===== src/rtl/hkspi_slave.sv =====
// Housekeeping SPI slave: oversamples csb/sck/sdi in the clk domain and decodes command/address/data bytes
// into a single-cycle register bus. Define HKSPI_FIXED_LEN_EN to honour the command byte-count field [5:3].
module hkspi_slave #(
  parameter int SYNC_STAGES = 2,
  parameter int AUTO_INC    = 1
) (
  input  logic       clk,
  input  logic       reset,
  input  logic       spi_csb,
  input  logic       spi_sck,
  input  logic       spi_sdi,
  output logic       spi_sdo,
  output logic       spi_sdo_oe,
  output logic [7:0] reg_addr,
  output logic [7:0] reg_wdata,
  output logic       reg_we,
  output logic       reg_re,
  input  logic [7:0] reg_rdata,
  output logic       hk_active
);

  typedef enum logic [2:0] {
    IDLE    = 3'd0,
    COMMAND = 3'd1,
    ADDRESS = 3'd2,
    DATA    = 3'd3,
    IGNORE  = 3'd4
  } state_t;

  localparam logic [7:0] ADDR_STEP = (AUTO_INC != 0) ? 8'd1 : 8'd0;

  logic [SYNC_STAGES-1:0] csb_sync_q;
  logic [SYNC_STAGES-1:0] sck_sync_q;
  logic [SYNC_STAGES-1:0] sdi_sync_q;
  logic                   csb_prev_q;
  logic                   sck_prev_q;

  logic csb_s;
  logic sck_s;
  logic sdi_s;
  logic sck_rise_s;
  logic sck_fall_s;
  logic csb_fall_s;
  logic byte_done_s;
  logic last_byte_s;

  state_t     state_q;
  logic [2:0] bit_cnt_q;
  logic [2:0] bit_cnt_d;
  logic [7:0] rx_q;
  logic [7:0] rx_d;
  logic [7:0] tx_q;
  logic       wr_flag_q;
  logic       rd_flag_q;
  logic       inc_pend_q;
  logic       re_after_inc_q;
  logic       ld_pend_q;

  logic       sdo_q;
  logic       sdo_oe_q;
  logic [7:0] addr_q;
  logic [7:0] wdata_q;
  logic       we_q;
  logic       re_q;
  logic       active_q;

`ifdef HKSPI_FIXED_LEN_EN
  logic [2:0] len_q;
  logic [2:0] data_cnt_q;
`endif

  // Input synchronizers plus one-cycle history for edge detection.
  always_ff @(posedge clk or posedge reset) begin
    if (reset) begin
      csb_sync_q <= '1;
      sck_sync_q <= '0;
      sdi_sync_q <= '0;
      csb_prev_q <= 1'b1;
      sck_prev_q <= 1'b0;
    end else begin
      csb_sync_q <= {csb_sync_q[SYNC_STAGES-2:0], spi_csb};
      sck_sync_q <= {sck_sync_q[SYNC_STAGES-2:0], spi_sck};
      sdi_sync_q <= {sdi_sync_q[SYNC_STAGES-2:0], spi_sdi};
      csb_prev_q <= csb_s;
      sck_prev_q <= sck_s;
    end
  end

  assign csb_s      = csb_sync_q[SYNC_STAGES-1];
  assign sck_s      = sck_sync_q[SYNC_STAGES-1];
  assign sdi_s      = sdi_sync_q[SYNC_STAGES-1];
  assign sck_rise_s = sck_s & ~sck_prev_q;
  assign sck_fall_s = ~sck_s & sck_prev_q;
  assign csb_fall_s = ~csb_s & csb_prev_q;

  assign rx_d      = {rx_q[6:0], sdi_s};
  assign bit_cnt_d = bit_cnt_q + 3'd1;

  // A deasserted csb in the same cycle suppresses the byte, so no strobe can follow an abort.
  assign byte_done_s = sck_rise_s & ~csb_s & (bit_cnt_q == 3'd7) &
                       ((state_q == COMMAND) || (state_q == ADDRESS) || (state_q == DATA));

`ifdef HKSPI_FIXED_LEN_EN
  assign last_byte_s = (len_q != 3'd0) && ((data_cnt_q + 3'd1) == len_q);
`else
  assign last_byte_s = 1'b0;
`endif

  // Protocol FSM, register-bus pipeline and SDO shifter.
  always_ff @(posedge clk or posedge reset) begin
    if (reset) begin
      state_q        <= IDLE;
      bit_cnt_q      <= 3'd0;
      rx_q           <= 8'd0;
      tx_q           <= 8'd0;
      wr_flag_q      <= 1'b0;
      rd_flag_q      <= 1'b0;
      inc_pend_q     <= 1'b0;
      re_after_inc_q <= 1'b0;
      ld_pend_q      <= 1'b0;
      sdo_q          <= 1'b0;
      sdo_oe_q       <= 1'b0;
      addr_q         <= 8'd0;
      wdata_q        <= 8'd0;
      we_q           <= 1'b0;
      re_q           <= 1'b0;
      active_q       <= 1'b0;
`ifdef HKSPI_FIXED_LEN_EN
      len_q          <= 3'd0;
      data_cnt_q     <= 3'd0;
`endif
    end else begin
      we_q      <= 1'b0;
      re_q      <= 1'b0;
      ld_pend_q <= re_q;

      // Post-byte pipeline: step the address one cycle after the write strobe, then prefetch.
      if (inc_pend_q) begin
        addr_q     <= addr_q + ADDR_STEP;
        re_q       <= re_after_inc_q;
        inc_pend_q <= 1'b0;
      end

      if (ld_pend_q) begin
        tx_q <= reg_rdata;
      end else if (sck_fall_s && !csb_s && (state_q != IDLE)) begin
        sdo_q <= tx_q[7];
        tx_q  <= {tx_q[6:0], 1'b0};
      end

      if (csb_s) begin
        state_q  <= IDLE;
        active_q <= 1'b0;
        sdo_oe_q <= 1'b0;
      end else begin
        if (sck_rise_s && (state_q != IDLE)) begin
          rx_q      <= rx_d;
          bit_cnt_q <= bit_cnt_d;
        end

        case (state_q)
          IDLE: begin
            if (csb_fall_s) begin
              state_q   <= COMMAND;
              active_q  <= 1'b1;
              bit_cnt_q <= 3'd0;
              rx_q      <= 8'd0;
            end
          end
          COMMAND: begin
            if (byte_done_s) begin
              wr_flag_q <= rx_d[7];
              rd_flag_q <= rx_d[6];
`ifdef HKSPI_FIXED_LEN_EN
              len_q      <= rx_d[5:3];
              data_cnt_q <= 3'd0;
`endif
              state_q   <= (rx_d[7:6] != 2'b00) ? ADDRESS : IGNORE;
            end
          end
          ADDRESS: begin
            if (byte_done_s) begin
              addr_q   <= rx_d;
              re_q     <= rd_flag_q;
              sdo_oe_q <= rd_flag_q;
              state_q  <= DATA;
            end
          end
          DATA: begin
            if (byte_done_s) begin
              if (wr_flag_q) begin
                wdata_q <= rx_d;
                we_q    <= 1'b1;
              end
              inc_pend_q     <= 1'b1;
              re_after_inc_q <= rd_flag_q & ~last_byte_s;
`ifdef HKSPI_FIXED_LEN_EN
              data_cnt_q     <= data_cnt_q + 3'd1;
`endif
              if (last_byte_s) begin
                state_q  <= IGNORE;
                sdo_oe_q <= 1'b0;
              end
            end
          end
          IGNORE: begin
            state_q <= IGNORE;
          end
          default: begin
            state_q  <= IDLE;
            active_q <= 1'b0;
            sdo_oe_q <= 1'b0;
          end
        endcase
      end
    end
  end

  assign spi_sdo    = sdo_q;
  assign spi_sdo_oe = sdo_oe_q;
  assign reg_addr   = addr_q;
  assign reg_wdata  = wdata_q;
  assign reg_we     = we_q;
  assign reg_re     = re_q;
  assign hk_active  = active_q;

endmodule

===== config.mk =====
export PLATFORM = sky130hd
export DESIGN_NAME = hkspi_slave
export DESIGN_NICKNAME = d
export VERILOG_FILES = /design/src/rtl/hkspi_slave.sv
export SDC_FILE = /design/constraint.sdc
export NUM_CORES = 1
export LEC_CHECK = 0
export ABC_CLOCK_PERIOD_IN_PS = 3400
export CORE_MARGIN = 8
export CORE_UTILIZATION = 40
export DETAILED_ROUTE_END_ITERATION = 10
export HOLD_SLACK_MARGIN = 0.15
export PLACE_DENSITY = 0.73
export SETUP_SLACK_MARGIN = 0.1
export SLEW_MARGIN = 5
export SYNTH_ARGS = -nofsm -noshare
export SYNTH_HDL_FRONTEND = slang
export SYNTH_SLANG_ARGS = --single-unit

===== constraint.sdc =====
create_clock -name clk -period 3.4 [get_ports clk]
set_clock_uncertainty 0.1 [all_clocks]
set_input_delay 0.34 -clock clk [delete_from_list [all_inputs] [get_ports clk]]
set_output_delay 0.34 -clock clk [all_outputs]
set_load 0.005 [all_outputs]

# After elaboration in Yosys (flattened, before gate mapping)
# Index checks and enable logic that the tools add are counted.
totals:
  out_inout_bits: 21
  input_bits: 13
  ff_bits: 56
classes:
  reduce_logical: 19
  n_addsub: 2
  bitwise_logic: 10
  n_eq_ne: 11
  muxes: 35
ops:
  columns: ["cell", "n"]
  rows:
  - ["2-to-1 mux 8 bit", 9]
  - ["2-to-1 mux 3 bit", 8]
  - ["2-to-1 mux 1 bit", 15]
  - ["one-hot mux 3 bit (5 select lines)", 1]
  - ["inequality test 3 bit (second input constant)", 3]
  - ["adder 8 x 1 -> 8 bit (second input constant)", 1]
  - ["AND reduction 4 bit", 2]
  - ["OR reduction 4 bit", 2]
  - ["AND 1 bit", 6]
  - ["== test 3 x 2 -> 1 bit (second input constant)", 2]
  - ["== test 3 bit (second input constant)", 2]
  - ["AND reduction 2 bit", 3]
  - ["AND reduction 3 bit", 2]
  - ["inequality test 2 x 1 -> 1 bit (second input constant)", 2]
  - ["NOT 1 bit", 4]
  - ["one-hot mux 1 bit (2 select lines)", 2]
  - ["nonzero test 2 bit", 2]
  - ["adder 3 x 1 -> 3 bit (second input constant)", 1]
  - ["== test 3 x 1 -> 1 bit (second input constant)", 1]
  - ["logical AND 1 bit", 3]
  - ["logical NOT 3 bit", 1]
  - ["nonzero test 3 bit", 1]
  - ["logical OR 1 bit", 2]
  - ["inequality test 2 bit (second input constant)", 1]
  - ["logical NOT 1 bit", 1]

# Longest topological paths before layout
# Gate-level depths: netlist (run 1).
depth:
  word_depth: 8
  ltp_mapped: 8

# Worst setup path before layout (run 1)
# Ideal clock, no wire load.
synth_timing:
  kind: "reg2reg"
  startpoint: "reg bit_cnt_q[0]"
  endpoint: "reg wdata_q[4], in the netlist reg_wdata[4]"
  path_slack_ps: 1422
  setup_ps: 125
  path_buffers: 2
  arrival_time_ps: 1753
  t_required_ps: 3175
  stages_incl_launch_ff: 9
  cell_sequence: "dfrtp_1 -> ha_1 -> ha_1 -> and3b_1 -> buf_6 -> and3_4 -> and3_4 -> buf_6 -> mux2_4"
synth_between:
  elab_chain_cells: 4
synth_rtl:
  columns: ["item", "line_no", "rtl"]
  rows:
  - ["from (decl)", "48", "logic [2:0] bit_cnt_q;"]
  - ["from (signal assigned)", "158", "bit_cnt_q <= bit_cnt_d;"]
  - ["== test 3 bit", "100", "assign byte_done_s = sck_rise_s & ~csb_s & (bit_cnt_q == 3'd7) &"]
  - ["AND 1 bit (2 in series)", "100", null]
  - ["AND reduction 4 bit (no line)", null, null]
  - ["to (signal assigned)", "192", "wdata_q <= rx_d;"]
  - ["to (decl)", "62", "logic [7:0] wdata_q;"]
# No other way between the ends.
# A chain may end at the register's enable or synchronous reset.

# Final worst setup path (run 1)
layout_timing:
  startpoint: "reg bit_cnt_q[0]"
  endpoint: "reg wdata_q[6], in the netlist reg_wdata[6]"
# Same word-level chain as after synthesis.

==> out/metrics.cfg, run 1 <==
[status]
status=finished, final reports clean

[worst_hold_path]
worst_hold_path_type=reg -> reg
hold_depth=0
min-delay-start=sck_sync_q[0]

[finish]
mostFrequentLayoutCells=dfrtp_1, clkdlybuf4s50_1, nor2_1
syn_to_final_growth_pct=21.3
nets=249
final_core_util_pct=49.2
fillers=535
antennaDiodeCount=0
final_common_cell=dfrtp_1
drive_gt1_share_pct=13.2

[synthesis]
syn_inst=202
synth_top_family_by_area=simple AND/OR/NAND/NOR gates
yosysUniqueCellTypes=34
synth_compound_gate_area_share_pct=7.43
synth_adder_area_share_pct=1.60
synth_mux_area_share_pct=10.4
ys_seq_elements=55
avgSynthCellArea_sq_um=11.6
synth_xor_area_share_pct=2.99
yosysWarnings=0
synthTopCellsByArea=dfrtp_1, a21oi_1, mux2_2
synth_top_area_share_pct=55.6
synth-simple-area-share_pct=15.6
synth.largest_area_cell=dfrtp_1
mappedNetlistNets=218
synth_area_sq_um=2340
seq_area_frac_synth_pct=58.9

[placed_design]
io_buffers=33
dpl_worst_slack_ps=1400
place_hpwl_microns=2890
place.gp.congestion=0.754

[sta]
fin_crit_sh_pct=59.1
hold_violations=0
whs_ps=254
drv_slew=0
finalSetupTns_ps=0
relSlewSlack_pct=48.7
rsz0062_at_grt=false
worst-slew-pin-transition_ps=763
min_period_ps=2010
fmax_mhz=497
setup_viol=0
layout_setup_ws_ps=1390

[worst_setup_path]
endpoint_kind=flop
r2r_start=bit_cnt_q[0]
worstPathMaxFanout=9
arrival_ps=2110
worstSetupStartpointType=flop
worstSetupPathType=reg -> reg
r2r_cells=6
worstPathRequired_ps=3500
startpoint=bit_cnt_q[0]

[die]
placementRows=28
core_area_sq_um=5780
die_area_sq_um=8560
die_w_microns=92.5
fp.dieH_microns=92.5
initial_core_util_pct=40.5
io_pins=34

[pwr]
pwr_density_cell_nw_per_um2=461
p_leak_nw=1.37
ir_worst_vdd_uv=188

[detailed_routing]
drt-vias-per-instance=4.87
drc_errors=0
drt_pre_antenna_iters=4
wl_per_cell_microns=13.4
vias=1506
routed_wl_microns=4150
dr.first_iter.drc_count=99
ant_nets=0

[clock_network]
clock_sinks=55
htreeDepth=2
post_cts_buffers=0
cts_buffers=5
cts_repair_resize_count=0
hold_buffers=0
clockBufferDepth=2
insertion_delay_ps=300
cts_root_buffer=clkbuf_8
cts_tree=yes
clk_pin_slew_ps=90

[global_route]
antenna_found_initial=0
track_usage_pct=10.2
grt_pass1_wl_microns=7240
grt_max_degree=32
grt_overflow=0
grt_pass1_vias=1499

[run]
drv_cap=0

==> state kept, by name (all words and copies together), names as in the netlist <==
| register | count |
|---|---|
| rx_q | 7 |
| rd_flag_q | 1 |
| csb_prev_q | 1 |
| wr_flag_q | 1 |
| spi_sdo_oe | 1 |
| csb_sync_q | 2 |
| bit_cnt_q | 3 |
| reg_re | 1 |
| spi_sdo | 1 |
| tx_q | 8 |
| hk_active | 1 |
| state_q | 3 |
| reg_we | 1 |
| reg_addr | 8 |
| sck_sync_q | 2 |
| re_after_inc_q | 1 |
| sck_prev_q | 1 |
| reg_wdata | 8 |
| inc_pend_q | 1 |
| sdi_sync_q | 2 |
| ld_pend_q | 1 |
==> per-stage QoR <==
step	instances	power (mW)	instance area, sq um
final	309	1.31	2840
after global routing	309	1.37	2840
after CTS	309	1.32	2840
after detailed placement	301	0.827	2710
after global placement	301	0.823	2710
after floorplan	202	0.784	2340
==> worst paths after layout <==
kind	endpoint	slack, ps
max in group asynchronous	csb_sync_q[0]	2120
worst min register to register	sck_sync_q[1]	250
worst max register to register	reg_wdata[6]	1390
worst max-delay path	reg_wdata[6]	1390
min in group asynchronous	reg_addr[0]	280
worst min-delay path	sck_sync_q[1]	250
==> synth_stat cells <==
master and instances:
nor2_1 27, mux2_2 10, buf_6 3, and3_1 1, nand3_1 1, a31oi_1 2
or2_2 1, clkbuf_1 3, mux2i_1 10, a21oi_1 24, and2b_1 1, nand4_1 4
or3_1 1, inv_1 2, xor2_1 5, xnor2_1 3, dfstp_2 3, nor3_2 2
and2_1 1, or4b_4 1, a2bb2oi_1 1, ha_1 3, nor3_1 3, nor2b_1 9
dfrtp_1 52, nand2_1 12, buf_2 4, and3b_1 1, mux2_4 2, a21boi_0 1
or2b_1 1, and3_4 2, o21ai_0 5, nand4_2 1
==> cells by family after synthesis <==
family,count (synthesis)
simple gates,69
flops,55
compound gates,33
mux,22
buf+inv,12
xor+xnor,8
fa+ha+maj,3
==> cell type report <==
class                           instances  area (sq um)  area share, %
Clock buffer                            6          72.6           2.55
Clock inverter                          2          60.1           2.11
Inverter                                2          7.51          0.264
Multi-Input combinational cell        135           890           31.3
Sequential cell                        55          1380           48.6
Tap cell                               75          93.8           3.30
Timing Repair Buffer                   34           338           11.9
==> critical path, stage by stage, from the launching register on <==
cell     delay (ps)
dfrtp_1         370
ha_1            150
ha_1            130
and3b_1         290
and3_4          230
and3_4          270
mux2_2          350
==> layer usage <==
layer	GRT usage [%]	routed length (microns)
met1	13.6	1930
met2	15.6	2000
met3	2.99	153
met4	3.62	57
met5	0	0
==> where the power goes <==
group / switching, mW / internal, mW / leakage (nW)
Clock: 0.204 / 0.294 / 0.0654
Sequential: 0.0247 / 0.697 / 0.724
Combinational: 0.0416 / 0.0482 / 0.581
Total: 0.271 / 1.04 / 1.37
Power figures use the tool's default switching activity.
==> run 2, diff against run 1 <==
Settings changed: ABC_CLOCK_PERIOD_IN_PS 3400 to 1810, PLACE_DENSITY 0.73 to 0.75.
Clock period 3.4 ns to 1.81 ns, I/O delays scaled along.
==> run 2 against run 1 <==
The flow now finishes with violations (setup timing). Clock-buffer cell count did not move. First-iteration DRC count up 17%. Core utilization up 2.2 points. Via count increased by 5.6%. Cell count up 3.2%. Maximum frequency up 10%. Critical path depth is the same. Clock power increased by 34%. Global-route usage rose by 1.1 points. Final area rose by 4.5%. Routed wire length up 13%. Total power increased by 70%. Critical endpoint is now reg_wdata[5]. Largest power group unchanged.
==> out/metrics.cfg, run 2 (synthesized netlist as in run 1, its figures left out) <==
[die]
die_w_microns=92.5
die_area_sq_um=8560
core_area_sq_um=5780
placementRows=28
io_pins=34
fp.dieH_microns=92.5
initial_core_util_pct=40.5

[worst_setup_path]
critPathMaxStageDelay_ps=370
worstSetupPathType=reg -> reg
slowest_stage=dfrtp_1
path_cells=ha_2, ha_4, and3b_1, and3_4, and3_4, mux2_4
crit_buf_inv=0
path_delay_family=simple AND/OR/NAND/NOR gates
crit_top_cell=and3_4
endpoint_kind=flop
worstPathMaxFanout=5
worstPathRequired_ps=1900
r2r_cells=6
r2r_start=bit_cnt_q[1]
worstSetupStartpointType=flop
arrival_ps=1920
ff2ff_setup_slack_ps=-20
rr_endpoint=reg_wdata[5]

[finish]
fin_cells=319
syn_to_final_growth_pct=26.8
drive_gt1_share_pct=19.7
antennaDiodeCount=0
final_common_cell=dfrtp_1
nets=260
mostFrequentLayoutCells=dfrtp_1, clkdlybuf4s50_1, nor2_1

[sta]
relSlewSlack_pct=66.3
worst-slew-pin-transition_ps=505
setup_viol=5
layout_setup_ws_ps=-16.1
fin_crit_sh_pct=101
hold_violations=0
rsz0062_at_grt=true
min_period_ps=1830
fmax_mhz=548
drv_slew=0

[placed_design]
place.gp.congestion=0.799
io_buffers=33
place_inst=310
place_hpwl_microns=3180

[clock_network]
clockBufferDepth=2
cts_buffers=5
clk_pin_slew_ps=90
cts_root_buffer=clkbuf_8
clock_sinks=55
insertion_delay_ps=300
htreeDepth=2
cts_tree=yes

[status]
status=complete, but fails checks
violations=setup timing

[detailed_routing]
routed_wl_microns=4680
drt-vias-per-instance=4.99
drt_pre_antenna_iters=4
drc_errors=0
wl_per_cell_microns=14.7
dr.first_iter.drc_count=116
vias=1591
ant_nets=0

[pwr]
p_leak_nw=1.42
p_total_mw=2.22
pwr_density_cell_nw_per_um2=749
ir_worst_vdd_uv=311

[global_route]
grt_pass1_vias=1628
antenna_found_initial=0
grt_pass1_wl_microns=7900
track_usage_pct=11.4
grt_max_degree=56
grt_overflow=0

[worst_hold_path]
worst_hold_path_type=in -> async

[run]
drv_cap=0

-- run 2: changes by cell type in the layout (fill, tap and decap cells not counted), moves of 2 or more --
cell / delta
mux2_4: +7
bufinv_16: -2
ha_1: -2
mux2_2: -7
buf_4: +8
buf_12: +2
-- run 2: where the power goes --
part           switching, mW  internal (mW)
Clock                  0.366          0.301
Combinational         0.0883          0.114
Sequential            0.0464           1.31
-- run 2: timing repair --
item,4_1_cts,5_1_grt
endpoints found under the setup margin,19,20
gates resized for setup,8,5
pin swaps,1,2
hold buffers,0,0
cloned,1,0
setup buffers,1,0
-- run 2: metrics by stage --
step	setup TNS, ps	utilization [%]	area [sq um]	hold WS [ps]	worst slack [ps]
after detailed placement	-359	48.6	2810	240	-56.7
after floorplan	-942	-	2350	85.5	-118
after global placement	-51.0	48.6	2810	233	-9.24
after CTS	-54.8	50.9	2940	154	-12.5
after global routing	-877	51.4	2970	159	-100
final	-59.3	51.4	2970	139	-16.1
-- run 2: final cells by class --
| class | count | area (sq um) |
|---|---|---|
| fill | 515 | 2810 |
| timing repair buffer | 44 | 438 |
| multi-input combinational | 136 | 962 |
| inverter | 2 | 7.51 |
| tap | 75 | 93.8 |
| clock buffer | 6 | 82.6 |
| clock inverter | 1 | 5.00 |
| sequential | 55 | 1380 |
-- run 2: metal layers --
metal / GRT usage (%) / routed length, microns / vias to the layer above
met5: 0 / 0 / -
met4: 4.70 / 73 / 0
met3: 2.99 / 168 / 5
met2: 18.5 / 2360 / 25
met1: 14.0 / 2080 / 791
li1: - / - / 770
-- run 2: worst max path at each step --
| stage | start | to | cells after the start |
|---|---|---|---|
| 6_report | bit_cnt_q[1] | reg_wdata[5] | 6 |
| 3_5_place_dp | bit_cnt_q[1] | reg_wdata[6] | 6 |
| 3_3_place_gp | bit_cnt_q[1] | reg_wdata[3] | 6 |
| 4_1_cts | bit_cnt_q[1] | reg_wdata[5] | 6 |
| 2_1_floorplan | bit_cnt_q[0] | reg_wdata[0] | 8 |
| 5_1_grt | bit_cnt_q[1] | reg_wdata[5] | 6 |
-- run 2: worst min-delay path, cell delays in order --
cell             delay, ps
clkdlybuf4s50_1        420
inv_2                   70
buf_12                 260
==> run 3, diff against run 2 <==
Settings changed: PLACE_DENSITY 0.75 to not set.
==> run 3 against run 2 <==
The flow still finishes with violations (setup timing). Critical path depth stayed put. Cell count rose by 1.9%. Sequential cell count did not move. Maximum frequency rose by 0.26%. Critical endpoint is now reg_wdata[0]. Largest power group unchanged.
==> out/metrics.cfg, run 3 (synthesized netlist as in run 1, its figures left out) <==
[status]
status=complete, but fails checks
violations=setup timing

[die]
initial_core_util_pct=40.5
die_area_sq_um=8560
placementRows=28
core_area_sq_um=5780
io_pins=34
die_w_microns=92.5
fp.dieH_microns=92.5

[global_route]
grt_pass1_vias=1580
grt_overflow=0
grt_pass1_wl_microns=7880
grt_max_degree=30
antenna_found_initial=0
track_usage_pct=11.6

[detailed_routing]
vias=1582
drt-vias-per-instance=4.87
dr.first_iter.drc_count=56
wl_per_cell_microns=14.0
drt_pre_antenna_iters=4
drc_errors=0
routed_wl_microns=4540
ant_nets=0

[worst_hold_path]
worst_hold_path_type=in -> reg

[sta]
fin_crit_sh_pct=101
rsz0062_at_grt=true
relSlewSlack_pct=69.4
hold_violations=0
fmax_mhz=549
min_period_ps=1820
setup_viol=5
worst-slew-pin-transition_ps=459
whs_ps=175
drv_slew=0
finalSetupTns_ps=-47.1
layout_setup_ws_ps=-11.4

[finish]
final_common_cell=dfrtp_1
nets=265
syn_to_final_growth_pct=28.8
fin_cells=325
final_core_util_pct=52.2
drive_gt1_share_pct=21.2
fillers=522
antennaDiodeCount=0
design_area_sq_um=3020
mostFrequentLayoutCells=dfrtp_1, clkdlybuf4s50_1, nor2_1

[placed_design]
place_inst=313
placed_area_sq_um=2830
place_hpwl_microns=3150
dpl_worst_slack_ps=-74.9
io_buffers=33
place.gp.congestion=0.760

[worst_setup_path]
worstPathRequired_ps=1920
critPathMaxStageDelay_ps=360
worstSetupStartpointType=flop
slowest_stage=dfrtp_1
arrival_ps=1930
worstSetupPathType=reg -> reg
path_cells=ha_2, ha_2, and3b_1, and3_4, and3_4, mux2_4
worstPathMaxFanout=5
endpoint_kind=flop

[clock_network]
cts_root_buffer=clkbuf_8
cts_tree=yes
htreeDepth=2
clockBufferDepth=2
insertion_delay_ps=310
clock_sinks=55
cts_buffers=5
clk_pin_slew_ps=100

[run]
drv_cap=0

[pwr]
pwr_density_cell_nw_per_um2=791
ir_worst_vdd_uv=407
p_total_mw=2.39
p_leak_nw=1.45

-- run 3: where the power goes --
part           switching [mW]  internal (mW)
Combinational          0.0887          0.115
Clock                   0.410          0.420
Sequential             0.0434           1.31
-- run 3: final timing paths --
check / cells past startpoint / end / from / slack (ps)
worst min register to register: 0 / sck_sync_q[1] / sck_sync_q[0] / 260
max in group asynchronous: 4 / csb_sync_q[0] / reset / 530
min in group asynchronous: 3 / reg_addr[0] / reset / 580
worst max-delay path: 6 / reg_wdata[0] / bit_cnt_q[0] / -10
worst max register to register: 6 / reg_wdata[0] / bit_cnt_q[0] / -10
worst min-delay path: 1 / csb_sync_q[0] / spi_csb / 170
-- run 3: critical path: cells and delay by family, from the launching register on --
| family | cells | cell delay, ps |
|---|---|---|
| adder cells (fa/ha/maj) | 2 | 310 |
| flip-flops | 1 | 360 |
| multiplexers | 1 | 310 |
| AND/OR/NAND/NOR | 3 | 640 |
-- run 3: what timing repair did --
action,CTS,global route
pin swaps,2,1
setup buffers,1,1
endpoints found under the setup margin,12,22
hold buffers,1,0
resized for setup,7,4
hold endpoints to repair,9,0
gates cloned,1,0
-- run 3: area by class of cell --
type                       instances  area, sq um  share of cell area [%]
clock buffer                       5         68.8                    2.28
clock inverter                     3         47.5                    1.58
inverter                           2         7.51                   0.249
multi-input combinational        136          941                    31.2
sequential                        55         1380                    45.7
tap                               75         93.8                    3.11
timing repair buffer              49          478                    15.8
-- run 3: routing by layer --
layer  track usage, %  up-vias  share of wire (%)
met4             4.43        0                1.6
met1             15.7      775                 48
met3             3.64        6                4.6
li1                 -      780                  -
met2             16.9       21                 46
met5                0        -                  0
